===== config.mk =====
export PLATFORM = sky130hd
export DESIGN_NAME = sonic_echo_responder
export DESIGN_NICKNAME = d
export VERILOG_FILES = /design/src/rtl/sonic_echo_responder.sv
export SDC_FILE = /design/constraint.sdc
export NUM_CORES = 1
export LEC_CHECK = 0
export BUFFER_PORTS_ARGS = -buffer_cell sky130_fd_sc_hd__buf_2
export CAP_MARGIN = 10
export CORE_MARGIN = 3
export CORE_UTILIZATION = 35
export CTS_CLUSTER_SIZE = 16
export DETAILED_ROUTE_END_ITERATION = 6
export GPL_ROUTABILITY_DRIVEN = 0
export PLACE_DENSITY_LB_ADDON = 0.3
export SYNTH_ARGS = -nofsm -noshare
export SYNTH_HDL_FRONTEND = slang
export SYNTH_SLANG_ARGS = --single-unit
export TNS_END_PERCENT = 20

===== constraint.sdc =====
create_clock -name clk -period 6 [get_ports clk]
set_input_delay 1.2 -clock clk [delete_from_list [all_inputs] [get_ports clk]]
set_output_delay 1.2 -clock clk [all_outputs]
set_load 0.02 [all_outputs]

===== src/rtl/sonic_echo_responder.sv =====
// HC-SR04 responder: accepts a Trig pulse of sufficient width, waits out the burst
// delay, then drives Echo for a width proportional to the programmed distance.
module sonic_echo_responder #(
  parameter int TRIG_MIN_CYCLES = 1000,
  parameter int BURST_CYCLES    = 20000,
  parameter int CYCLES_PER_CM   = 5800,
  parameter int MIN_CM          = 2,
  parameter int MAX_CM          = 400,
  parameter int TIMEOUT_CYCLES  = 3800000,
  parameter int HOLDOFF_CYCLES  = 1000000
) (
  input  logic       clk,
  input  logic       rst,
  input  logic       trig,
  input  logic [9:0] distance_cm,
  output logic       echo,
  output logic       busy,
  output logic       trig_err
);

  typedef enum logic [2:0] {
    IDLE,
    TRIG_HI,
    BURST,
    ECHO,
    HOLDOFF
  } state_t;

  localparam logic [23:0] TRIG_MIN    = 24'(TRIG_MIN_CYCLES);
  localparam logic [23:0] BURST_LEN   = 24'(BURST_CYCLES);
  localparam logic [23:0] CM_CYCLES   = 24'(CYCLES_PER_CM);
  localparam logic [23:0] TIMEOUT_LEN = 24'(TIMEOUT_CYCLES);
  localparam logic [23:0] HOLDOFF_LEN = 24'(HOLDOFF_CYCLES);
  localparam logic [9:0]  MIN_D       = 10'(MIN_CM);
  localparam logic [9:0]  MAX_D       = 10'(MAX_CM);

  state_t      state_q, state_d;
  logic        sync1_q, trig_s_q, trig_d_q;
  logic [23:0] cnt_q, cnt_d;
  logic [23:0] echo_len_q, echo_len_d;
  logic        echo_q, echo_d;
  logic        busy_q, busy_d;
  logic        trig_err_q, trig_err_d;

  logic [23:0] cnt_inc;
  logic [23:0] product;
  logic        in_range;
  logic        trig_rise;

  assign cnt_inc   = cnt_q + 24'd1;
  // 1023 * CYCLES_PER_CM stays below 2^23 for the intended parameter range
  assign product   = {14'd0, distance_cm} * CM_CYCLES;
  assign in_range  = (distance_cm >= MIN_D) && (distance_cm <= MAX_D);
  assign trig_rise = trig_s_q & ~trig_d_q;

  always_comb begin
    state_d    = state_q;
    cnt_d      = cnt_q;
    echo_len_d = echo_len_q;
    echo_d     = echo_q;
    trig_err_d = 1'b0;
    case (state_q)
      IDLE: begin
        if (trig_rise) begin
          state_d = TRIG_HI;
          cnt_d   = 24'd1;
        end
      end
      TRIG_HI: begin
        if (trig_s_q) begin
          if (cnt_q != 24'hFF_FFFF) cnt_d = cnt_inc;
        end else if (cnt_q >= TRIG_MIN) begin
          echo_len_d = in_range ? product : TIMEOUT_LEN;
          cnt_d      = 24'd0;
          state_d    = BURST;
        end else begin
          trig_err_d = 1'b1;
          cnt_d      = 24'd0;
          state_d    = IDLE;
        end
      end
      BURST: begin
        if (cnt_inc >= BURST_LEN) begin
          echo_d  = 1'b1;
          cnt_d   = 24'd0;
          state_d = ECHO;
        end else begin
          cnt_d = cnt_inc;
        end
      end
      ECHO: begin
        if (cnt_inc >= echo_len_q) begin
          echo_d  = 1'b0;
          cnt_d   = 24'd0;
          state_d = HOLDOFF;
        end else begin
          cnt_d = cnt_inc;
        end
      end
      HOLDOFF: begin
        if (cnt_inc >= HOLDOFF_LEN) begin
          cnt_d   = 24'd0;
          state_d = IDLE;
        end else begin
          cnt_d = cnt_inc;
        end
      end
      default: begin
        echo_d  = 1'b0;
        cnt_d   = 24'd0;
        state_d = IDLE;
      end
    endcase
    busy_d = (state_d != IDLE);
  end

  always_ff @(posedge clk) begin
    if (rst) begin
      state_q    <= IDLE;
      sync1_q    <= 1'b0;
      trig_s_q   <= 1'b0;
      trig_d_q   <= 1'b0;
      cnt_q      <= 24'd0;
      echo_len_q <= 24'd0;
      echo_q     <= 1'b0;
      busy_q     <= 1'b0;
      trig_err_q <= 1'b0;
    end else begin
      state_q    <= state_d;
      sync1_q    <= trig;
      trig_s_q   <= sync1_q;
      trig_d_q   <= trig_s_q;
      cnt_q      <= cnt_d;
      echo_len_q <= echo_len_d;
      echo_q     <= echo_d;
      busy_q     <= busy_d;
      trig_err_q <= trig_err_d;
    end
  end

  assign echo     = echo_q;
  assign busy     = busy_q;
  assign trig_err = trig_err_q;

endmodule

After elaboration in Yosys (flattened, before gate mapping)
Index checks and enable logic that the tools add are counted.
Widths: inputs -> output; s select.
{"block": "word_totals", "input_bits": 13, "rom_bits": 0, "ram_bits": 0, "register_bits": 57, "n_memories": 0, "latch_bits": 0, "elab_cells": 58, "out_inout_bits": 3}
{"block": "op_classes", "n_addsub": 1, "n_mul": 1, "reduce_logical": 8, "bitwise": 5, "n_lt_le_gt_ge": 6, "eq_ne": 9, "div": 0, "shift": 0, "muxes": 19}
{"op": "$mux 24", "n": 6}
{"op": "$pmux 24 s5", "n": 1}
{"op": "$add 24x1->24 const B", "n": 1}
{"op": "$ge 24x10->1 const B", "n": 1}
{"op": "$ge 24x15->1 const B", "n": 1}
{"op": "$ge 24x20->1 const B", "n": 1}
{"op": "$ge 24x24->1", "n": 1}
{"op": "$ne 24x24->1 const B", "n": 1}
{"op": "$mux 23", "n": 1}
{"op": "$mul 10x10->20 const B", "n": 1}
{"op": "$mux 3", "n": 5}
{"op": "$pmux 3 s5", "n": 1}
{"op": "$ge 10x2->1 const B", "n": 1}
{"op": "$le 10x9->1 const B", "n": 1}
{"op": "$eq 3x2->1 const B", "n": 2}
{"op": "$ne 2x2->1 const B", "n": 3}
{"op": "$reduce_and 3->1", "n": 2}
{"op": "$reduce_or 3->1", "n": 2}
{"op": "$not 1->1", "n": 4}
{"op": "$eq 3x1->1 const B", "n": 1}
{"op": "$eq 3x3->1 const B", "n": 1}
{"op": "$logic_not 3->1", "n": 1}
{"op": "$mux 1", "n": 3}
{"op": "$ne 3x3->1 const B", "n": 1}
{"op": "6 further kinds", "n": 6}

Longest topological paths before layout
Gate-level depths: netlist of run 1.
{"block": "depth", "depth_word": 5, "mapped_depth": 18, "ltp_nobuf": 18}

Worst setup path before layout of run 1
Ideal clock, no wire load.
{"block": "synth_timing", "kind": "input port to flip-flop", "from": "input distance_cm[0]", "to": "register echo_len_q[21]", "t_required_ns": 5.905, "cell_stages": 16, "setup_time_ns": 0.095, "n_path_buf": 0, "arrival_ns": 5.306, "path_slack_ns": 0.599, "cell_sequence": "ha_1 -> ha_1 -> inv_1 -> fa_1 -> fa_1 -> fa_1 -> inv_1 -> ha_1 -> a21o_1 -> o32a_1 -> and3_1 -> o21ai_0 -> a21boi_0 -> o41ai_1 -> xor2_1 -> a221oi_1"}
{"block": "synth_between", "elab_chain_cells": 3, "elab_cells_between_ends": 5, "classes_between": "mul: 1; order compare: 2; mux: 1; reduce/logical: 1"}
{"item": "start: declaration", "line": "15", "text": "input logic [9:0] distance_cm,"}
{"item": "parallel branches: the longest is 2 deep, another holds $mul 10x10->20"}
{"item": "$mux 23 *", "line": "73", "text": "echo_len_d = in_range ? product : TIMEOUT_LEN;"}
{"item": "end signal: assignment", "line": "134", "text": "echo_len_q <= echo_len_d;"}
{"item": "end: declaration", "line": "40", "text": "logic [23:0] echo_len_q, echo_len_d;"}
Every way passes the cells marked *.
A chain may end at the register's enable or synchronous reset.

Final worst setup path of run 1
Same ends and word-level chain as after synthesis.

==> results.py, run 1 <==
metrics = {
    "run_status": {
        "status": "completed",
    },
    "clock_tree": {
        "cts_sinks": 53,
        "ctsRootBufferMaster": "clkbuf_16",
        "path_clk_slew_ns": 0.06,
        "clock_latency_ns": 0.30,
        "cts_setup_buffers": 0,
        "cts_max_level": 2,
        "holdBufCountCts": 0,
        "cts_tree": "yes",
        "clock_tree.buffer_depth": 2,
        "cts_buffers": 5,
        "ctsResizeCount": 0,
    },
    "worst_setup_path": {
        "critPathKind": "in -> reg",
        "start_kind": "input port",
        "required_ns": 6.20,
        "worstPathMaxFanout": 4,
        "cp_slowest_cell": "fa_1",
        "cp-end-kind": "register",
        "arrival_ns": 5.82,
        "r2r-start": "cnt_q[0]",
        "rrSetupSlack_ns": 1.17,
        "crit_start": "distance_cm[0]",
        "path_cells": "buf_2 > ha_1 > ha_1 > inv_1 > fa_1 > fa_1 > fa_1 > inv_1 > ha_1 > a21o_1 > nor3_1 > o21ai_0 > and3_1 > o21ai_0 > a21boi_0 > o41ai_1 > xor2_1 > a221oi_1",
        "critPathMaxStageDelay_ns": 0.52,
    },
    "synthesis": {
        "synth-seq-cells": 53,
        "synthFlopType": "dfxtp_1",
        "yosysTopAreaCellShare_pct": 19.8,
        "netlist_top_cells_area": "dfxtp_1, ha_1, fa_1",
        "syn-cell-area_um2": 5360,
        "synth_fp_nets": 731,
        "synthTopCellsByCount": "inv_1, ha_1, dfxtp_1",
        "synth_seq_area_share_pct": 19.8,
        "synth_top_area_cell": "dfxtp_1",
        "synth.most_common_cell": "inv_1",
        "yosysWarnings": 0,
        "avgSynthCellArea_um2": 8.64,
        "synth_edf_count": 0,
        "ys_types": 75,
        "async_flop_share_pct": 0,
        "netlist_instances": 620,
    },
    "cells_and_area": {
        "fin_cells": 796,
        "nets": 722,
        "insertedDiodeCount": 0,
        "drive_gt1_share_pct": 7.35,
        "area_growth_pct": 6.05,
        "nFillCells": 1489,
    },
    "sta": {
        "fin_crit_sh_pct": 93.8,
        "maxSlewViolCount": 0,
        "period_needed_ns": 5.63,
        "setup-violations-final": 0,
        "rsz0062_at_grt": "no",
        "final_hold_viol_count": 0,
        "fin_skew_ns": 0.0110,
        "worst_pin_slew_ns": 0.969,
        "relSlewSlack_pct": 35.3,
        "fin_setup_tns_ns": 0,
        "fmax_mhz": 178,
    },
    "detailed_routing": {
        "wl_per_cell_um": 15.6,
        "ant_nets": 0,
        "firstDrtPassIters": 5,
        "drc": 0,
        "drt_iter0_drc": 312,
        "viasPerCell": 5.53,
        "totalWireLength_um": 12400,
        "via_count": 4400,
    },
    "floorplan": {
        "coreArea_um2": 14800,
        "fp-row-count": 44,
        "ios": 16,
        "initial_core_util_pct": 36.3,
        "die_h_um": 130,
        "dieArea_um2": 16800,
        "fp.dieW_um": 130,
    },
    "power": {
        "power_leakage_nw": 2.59,
        "power_density_nw_per_um2": 238,
        "power.total_mw": 1.35,
        "ir_drop_mv": 0.174,
    },
    "flow_run": {
        "cap_violations": 0,
    },
    "global_routing": {
        "grt-ovfl-total": 0,
        "first_global_vias": 4348,
        "grt_pass1_wl_um": 21600,
        "grt_antenna_before_repair": 0,
        "grt_max_degree": 34,
        "grt.total_usage_pct": 15.7,
    },
    "placement": {
        "io_buffers": 15,
        "dp_hpwl_um": 9950,
        "dp_cells": 788,
    },
    "min_path": {
        "hold_path.class": "reg -> reg",
        "min_from": "sync1_q",
    },
}
power breakdown:
part	internal, mW	switching [mW]	leakage (nW)
registers	0.353	0.00208	0.427
clock network	0.198	0.133	0.0810
logic	0.298	0.367	2.09
total	0.849	0.501	2.59
stage by stage:
| step | cell area [um^2] | hold WS (ns) | setup slack, ns | utilization (%) |
|---|---|---|---|---|
| final | 5680 | 0.450 | 0.372 | 38.5 |
| after global routing | 5680 | 0.470 | 0.132 | 38.5 |
| after CTS | 5680 | 0.463 | 0.461 | 38.5 |
| after detailed placement | 5510 | 0.447 | 0.150 | 37.4 |
| after global placement | 5510 | 0.417 | 0.256 | 37.4 |
| after floorplan | 5360 | 0.414 | 0.599 | - |
metal layers:
metal | global-route usage [%] | share of wire (%)
met2 | 25.4 | 46
met1 | 22.2 | 48
met4 | 3.85 | 1.7
met3 | 2.37 | 4.4
met5 | 0 | 0
state kept, by name, summed over array words and instances (netlist names):
signal,flops
cnt_q,24
echo_len_q,20
state_q,3
busy,1
echo,1
sync1_q,1
trig_d_q,1
trig_err,1
trig_s_q,1
cells by family after synthesis:
kind of cell    share of synthesized area, %
simple gates                            16.9
compound gates                          20.6
buf+inv                                 9.81
fa+ha+maj                               26.1
flops                                   19.8
xor+xnor                                6.31
mux                                    0.374
worst paths after layout:
path / endpoint / cells past startpoint
hold / removal: trig_s_q / 1
setup / recovery: echo_len_q[21] / 18
setup reg to reg: cnt_q[7] / 16
hold reg to reg: trig_s_q / 1
worst max-delay path, delay by kind of cell:
| kind | cells | cell delay [ns] |
|---|---|---|
| adder cells (fa/ha/maj) | 6 | 2.51 |
| XOR/XNOR | 1 | 0.12 |
| buffers and inverters | 3 | 0.21 |
| AND/OR/NAND/NOR | 2 | 0.34 |
| AO/OA/AOI/OAI | 6 | 1.43 |
layout by cell type, fill, tap and decap left out, types with 4 or more instances in the layout:
master	count
a21o_1	16
nand4_1	9
a21boi_0	5
buf_2	15
a22o_1	17
inv_1	94
o21a_1	4
o21ai_0	22
nand4b_1	4
dfxtp_1	53
xnor2_1	23
a21oi_1	23
ha_1	75
nand2b_1	5
nor3_2	4
nor3_1	12
a221oi_1	12
nor2b_1	8
a22oi_1	5
and4_1	5
fa_1	23
xor2_1	13
nand3_1	11
and3_1	8
nor2_1	23
or3_1	4
clkbuf_16	5
nor4_1	7
nand2_1	34
area by class of cell:
| type | instances | area (um^2) | area share (%) |
|---|---|---|---|
| clock buffer | 6 | 129 | 2.27 |
| clock inverter | 2 | 38.8 | 0.683 |
| inverter | 94 | 353 | 6.21 |
| multi-input combinational | 440 | 3780 | 66.5 |
| sequential | 53 | 1060 | 18.7 |
| tap | 184 | 230 | 4.05 |
| timing repair buffer | 17 | 90.1 | 1.59 |
Power figures use the tool's default switching activity.
==> run 2: changes to the inputs <==
--- a/config.mk
+++ b/config.mk
@@ -7,6 +7,8 @@
 export LEC_CHECK = 0
 export BUFFER_PORTS_ARGS = -buffer_cell sky130_fd_sc_hd__buf_2
 export CAP_MARGIN = 10
+export CELL_PAD_IN_SITES_DETAIL_PLACEMENT = 0
+export CELL_PAD_IN_SITES_GLOBAL_PLACEMENT = 1
 export CORE_MARGIN = 3
 export CORE_UTILIZATION = 35
 export CTS_CLUSTER_SIZE = 16
==> results.py, run 2 (synthesis gave the netlist of run 1 again) <==
metrics = {
    "floorplan": {
        "die_h_um": 130,
        "fp.dieW_um": 130,
        "initial_core_util_pct": 36.3,
        "dieArea_um2": 16800,
        "fp-row-count": 44,
        "ios": 16,
        "coreArea_um2": 14800,
    },
    "power": {
        "power.total_mw": 1.35,
        "internal_power_mw": 0.845,
        "power_density_nw_per_um2": 239,
        "power_leakage_nw": 2.59,
        "clockPowerShare_pct": 24.4,
        "switchingPower_mw": 0.508,
        "power_frac_seq_pct": 26.3,
        "p_comb_share_pct": 49.3,
        "ir_drop_mv": 0.129,
        "sw_frac_of_total_pct": 37.6,
    },
    "worst_setup_path": {
        "cp-end-kind": "register",
        "start_kind": "input port",
        "path_cells": "buf_2 > ha_1 > ha_1 > inv_1 > fa_1 > fa_1 > fa_1 > inv_1 > ha_1 > a21o_1 > o32a_1 > and3_1 > o21ai_0 > a21boi_0 > o41ai_1 > xor2_1 > a221oi_1",
        "required_ns": 6.21,
        "critPathMaxStageDelay_ns": 0.51,
        "cp_slowest_cell": "fa_1",
        "cp.buffers_inverters": 3,
        "critPathKind": "in -> reg",
        "crit_family": "adder cells",
        "arrival_ns": 5.71,
        "worstPathMaxFanout": 4,
    },
    "flow_run": {
        "cap_violations": 0,
    },
    "cells_and_area": {
        "drive_gt1_share_pct": 7.21,
        "final_common_cell": "inv_1",
        "largest_register_ffs": 24,
        "largest-register": "cnt_q",
        "insertedDiodeCount": 0,
        "largest_registers": "cnt_q x24, echo_len_q x20, state_q x3",
        "nets": 721,
        "area_growth_pct": 5.77,
        "fin_cells": 794,
        "layout_common_cells": "inv_1, ha_1, dfxtp_1",
    },
    "global_routing": {
        "grt-ovfl-total": 0,
        "grt_antenna_before_repair": 0,
        "grt_max_degree": 34,
        "grt.total_usage_pct": 16.3,
        "first_global_vias": 4278,
        "grt_pass1_wl_um": 21900,
    },
    "clock_tree": {
        "cts_sinks": 53,
        "cts_tree": "yes",
        "path_clk_slew_ns": 0.07,
        "cts_max_level": 2,
        "clock_tree.buffer_depth": 2,
        "cts_setup_buffers": 0,
        "ctsResizeCount": 0,
        "ctsRootBufferMaster": "clkbuf_16",
        "cts_buffers": 5,
        "holdBufCountCts": 0,
        "clock_latency_ns": 0.31,
    },
    "detailed_routing": {
        "wl_per_cell_um": 16.2,
        "drc": 0,
        "viasPerCell": 5.52,
        "ant_nets": 0,
        "totalWireLength_um": 12800,
        "drt_iter0_drc": 359,
        "firstDrtPassIters": 5,
        "via_count": 4386,
    },
    "placement": {
        "pre_cts_ws_ns": 0.171,
        "dp_hpwl_um": 10200,
        "io_buffers": 15,
        "dp_cells": 787,
    },
    "sta": {
        "relSlewSlack_pct": 36.4,
        "fin_setup_tns_ns": 0,
        "final_hold_viol_count": 0,
        "period_needed_ns": 5.50,
        "maxSlewViolCount": 0,
        "hold-worst-slack_ns": 0.443,
        "worst_pin_slew_ns": 0.953,
        "setup_slack_ns": 0.500,
        "rsz0062_at_grt": "no",
        "fin_crit_sh_pct": 91.7,
        "fmax_mhz": 182,
        "setup-violations-final": 0,
        "fin_skew_ns": 0.0122,
    },
    "run_status": {
        "status": "completed",
    },
    "min_path": {
        "hold_path.class": "reg -> reg",
    },
}
## run 2: changes by cell type in the layout (fill, tap and decap cells not counted)
cell	change
buf_4	-1
clkbuf_1	-1
clkinv_2	+1
clkinv_4	-1
## run 2: worst paths after layout
path                   from             end  slack, ns  cells after the start
max reg2reg        cnt_q[0]       cnt_q[19]       1.01                     16
min                 sync1_q        trig_s_q       0.44                      1
min reg2reg         sync1_q        trig_s_q       0.44                      1
max          distance_cm[0]  echo_len_q[21]       0.50                     17
## run 2: stage by stage
step	cell area (um^2)	utilization, %
after floorplan	5360	-
after detailed placement	5500	37.3
after global placement	5500	37.3
after global routing	5660	38.4
after CTS	5660	38.4
final	5660	38.4
## run 2: area by class of cell
cell class                      count  area, um^2
Fill cell                        1531        9090
Multi-Input combinational cell    440        3780
Sequential cell                    53        1060
Inverter                           94         353
Tap cell                          184         230
Clock buffer                        5         125
Timing Repair Buffer               16        82.6
Clock inverter                      2        35.0
## run 2: per-layer routing
metal / up-vias / track usage [%] / routed length (um) / share of wire, %
met1: 2114 / 22.8 / 6300 / 49
li1: 2190 / - / - / -
met4: 0 / 3.91 / 172 / 1.3
met3: 9 / 2.62 / 369 / 2.9
met2: 73 / 26.3 / 6000 / 47
met5: - / 0 / 0 / 0
## run 2: power by group through the flow
stage	Combinational (mW)	Sequential, mW	Clock (mW)
global route	0.785	0.355	0.358
floorplan	0.533	0.362	0
finish	0.667	0.355	0.330
detailed placement	0.665	0.363	0
CTS	0.676	0.355	0.343
global placement	0.666	0.363	0
## run 2: worst register-to-register path, cell delays in order (launching register included)
cell and delay [ns]:
dfxtp_1 0.56, ha_1 0.52, and4_1 0.38, nand2_2 0.14, nor3_1 0.32, nor2b_1 0.10
or2_2 0.33, ha_1 0.31, a21o_1 0.19, a21o_1 0.17, a21o_1 0.20, o221a_2 0.29
nand3b_1 0.16, o21ai_0 0.17, nor3_2 0.15, nor3_4 0.68, a22o_1 0.27
==> run 3: changes to the inputs <==
--- a/config.mk
+++ b/config.mk
@@ -11,10 +11,11 @@
 export CELL_PAD_IN_SITES_GLOBAL_PLACEMENT = 1
 export CORE_MARGIN = 3
 export CORE_UTILIZATION = 35
+export CTS_CLUSTER_DIAMETER = 50
 export CTS_CLUSTER_SIZE = 16
 export DETAILED_ROUTE_END_ITERATION = 6
 export GPL_ROUTABILITY_DRIVEN = 0
-export PLACE_DENSITY_LB_ADDON = 0.3
+export PLACE_DENSITY_LB_ADDON = 0.1
 export SYNTH_ARGS = -nofsm -noshare
 export SYNTH_HDL_FRONTEND = slang
 export SYNTH_SLANG_ARGS = --single-unit
==> constraint.sdc (replaced) <==
create_clock -name clk -period 5.7 [get_ports clk]
set_input_delay 1.14 -clock clk [delete_from_list [all_inputs] [get_ports clk]]
set_output_delay 1.14 -clock clk [all_outputs]
set_load 0.02 [all_outputs]
==> results.py, run 3 (synthesis gave the netlist of run 1 again) <==
metrics = {
    "run_status": {
        "status": "completed",
    },
    "clock_tree": {
        "clock_tree.buffer_depth": 2,
        "holdBufCountCts": 0,
        "cts_buffers": 5,
        "cts_tree": "yes",
        "cts_sinks": 53,
        "cts_max_level": 2,
        "path_clk_slew_ns": 0.08,
        "ctsRootBufferMaster": "clkbuf_16",
        "clock_latency_ns": 0.31,
    },
    "floorplan": {
        "die_h_um": 130,
        "dieArea_um2": 16800,
        "ios": 16,
        "fp-row-count": 44,
        "initial_core_util_pct": 36.3,
        "fp.dieW_um": 130,
        "coreArea_um2": 14800,
    },
    "sta": {
        "rsz0062_at_grt": "no",
        "fin_skew_ns": 0.00713,
        "fmax_mhz": 191,
        "relSlewSlack_pct": 33.7,
        "worst_pin_slew_ns": 0.993,
        "final_hold_viol_count": 0,
        "period_needed_ns": 5.25,
        "setup-violations-final": 0,
        "maxSlewViolCount": 0,
        "hold-worst-slack_ns": 0.438,
        "fin_setup_tns_ns": 0,
        "fin_crit_sh_pct": 92.1,
    },
    "power": {
        "power_density_nw_per_um2": 250,
        "power_leakage_nw": 2.63,
        "ir_drop_mv": 0.137,
    },
    "worst_setup_path": {
        "r2r-start": "cnt_q[1]",
        "worstPathMaxFanout": 3,
        "reg2regPathDepth": 16,
        "start_kind": "input port",
        "arrival_ns": 5.46,
        "cp-end-kind": "register",
        "reg2reg_to": "cnt_q[17]",
        "rrSetupSlack_ns": 0.77,
        "required_ns": 5.91,
        "critPathKind": "in -> reg",
    },
    "cells_and_area": {
        "largest_register_ffs": 24,
        "insertedDiodeCount": 0,
        "area_growth_pct": 7.01,
        "largest-register": "cnt_q",
        "nFillCells": 1523,
        "drive_gt1_share_pct": 8.86,
        "final_common_cell": "inv_1",
        "largest_registers": "cnt_q x24, echo_len_q x20, state_q x3",
        "layout_common_cells": "inv_1, ha_1, dfxtp_1",
        "nets": 731,
    },
    "min_path": {
        "min_from": "sync1_q",
        "hold_path.class": "reg -> reg",
        "hold_end": "trig_s_q",
        "holdPathStages": 1,
    },
    "detailed_routing": {
        "totalWireLength_um": 13700,
        "ant_nets": 0,
        "firstDrtPassIters": 4,
        "via_count": 4353,
        "viasPerCell": 5.41,
        "drc": 0,
        "drt_iter0_drc": 174,
        "wl_per_cell_um": 17.0,
    },
    "global_routing": {
        "first_global_vias": 4483,
        "grt.total_usage_pct": 17.8,
        "grt_antenna_before_repair": 0,
        "grt_max_degree": 34,
        "grt_pass1_wl_um": 23500,
        "grt-ovfl-total": 0,
    },
    "placement": {
        "dp_hpwl_um": 11100,
        "io_buffers": 15,
    },
    "flow_run": {
        "cap_violations": 0,
    },
}
run 3: cell count changes in the layout (fill, tap and decap cells not counted), sizes merged:
cell      change
clkinvlp      +2
buf          +10
clkinv        -1
clkbuf        +1
bufinv        -1
run 3: per-stage QoR:
| stage | utilization [%] | cell area (um^2) | instances | total power [mW] | setup slack, ns |
|---|---|---|---|---|---|
| floorplan | - | 5360 | 620 | 0.942 | 0.359 |
| global placement | 37.8 | 5580 | 797 | 1.12 | 0.0552 |
| detailed placement | 37.8 | 5580 | 797 | 1.12 | 0.0137 |
| CTS | 38.8 | 5720 | 805 | 1.45 | 0.294 |
| global route | 38.8 | 5730 | 805 | 1.58 | 0.126 |
| finish | 38.8 | 5730 | 805 | 1.43 | 0.451 |
run 3: worst max path at each step:
stage,depth (start not counted),start,endpoint,slack (ns)
finish,17,distance_cm[3],echo_len_q[21],0.45
global route,18,distance_cm[3],echo_len_q[21],0.13
CTS,17,distance_cm[3],echo_len_q[21],0.29
detailed placement,17,distance_cm[3],echo_len_q[21],0.01
global placement,17,distance_cm[3],echo_len_q[21],0.06
floorplan,16,distance_cm[0],echo_len_q[21],0.36
run 3: per-layer routing:
metal	global-route usage, %	vias up	part of all wire, %	routed length, um
met2	27.8	47	44	6060
met1	26.1	2084	52	7110
met5	0	-	0	0
li1	-	2203	-	-
met3	2.13	19	2.4	330
met4	4.71	0	1.6	214
run 3: repair_timing:
item | 4_1_cts | 5_1_grt
gates resized for setup | 0 | 2
endpoints found under the setup margin | 0 | 1
setup buffers | 0 | 0
run 3: cell type report:
class	count	area [um^2]	share of cell area, %
multi-input combinational	440	3780	66.0
sequential	53	1060	18.5
inverter	94	353	6.16
tap	184	230	4.02
timing repair buffer	26	158	2.75
clock buffer	6	129	2.25
clock inverter	2	15.0	0.262
run 3: worst max-delay path, stage by stage:
cell and delay [ns]:
buf_2 0.12, ha_1 0.32, ha_1 0.29, inv_1 0.05
fa_1 0.50, fa_1 0.51, fa_1 0.51, inv_1 0.04
ha_1 0.30, a21o_1 0.20, o32a_1 0.31, and3_1 0.21
o21ai_1 0.18, a21boi_0 0.17, o41ai_2 0.27, xor2_1 0.10
a221oi_1 0.25
run 3: power by group:
part,leakage (nW),switching (mW),internal (mW)
Combinational,2.14,0.406,0.338
Sequential,0.427,0.00130,0.372
Clock,0.0631,0.152,0.164
Total,2.63,0.559,0.873
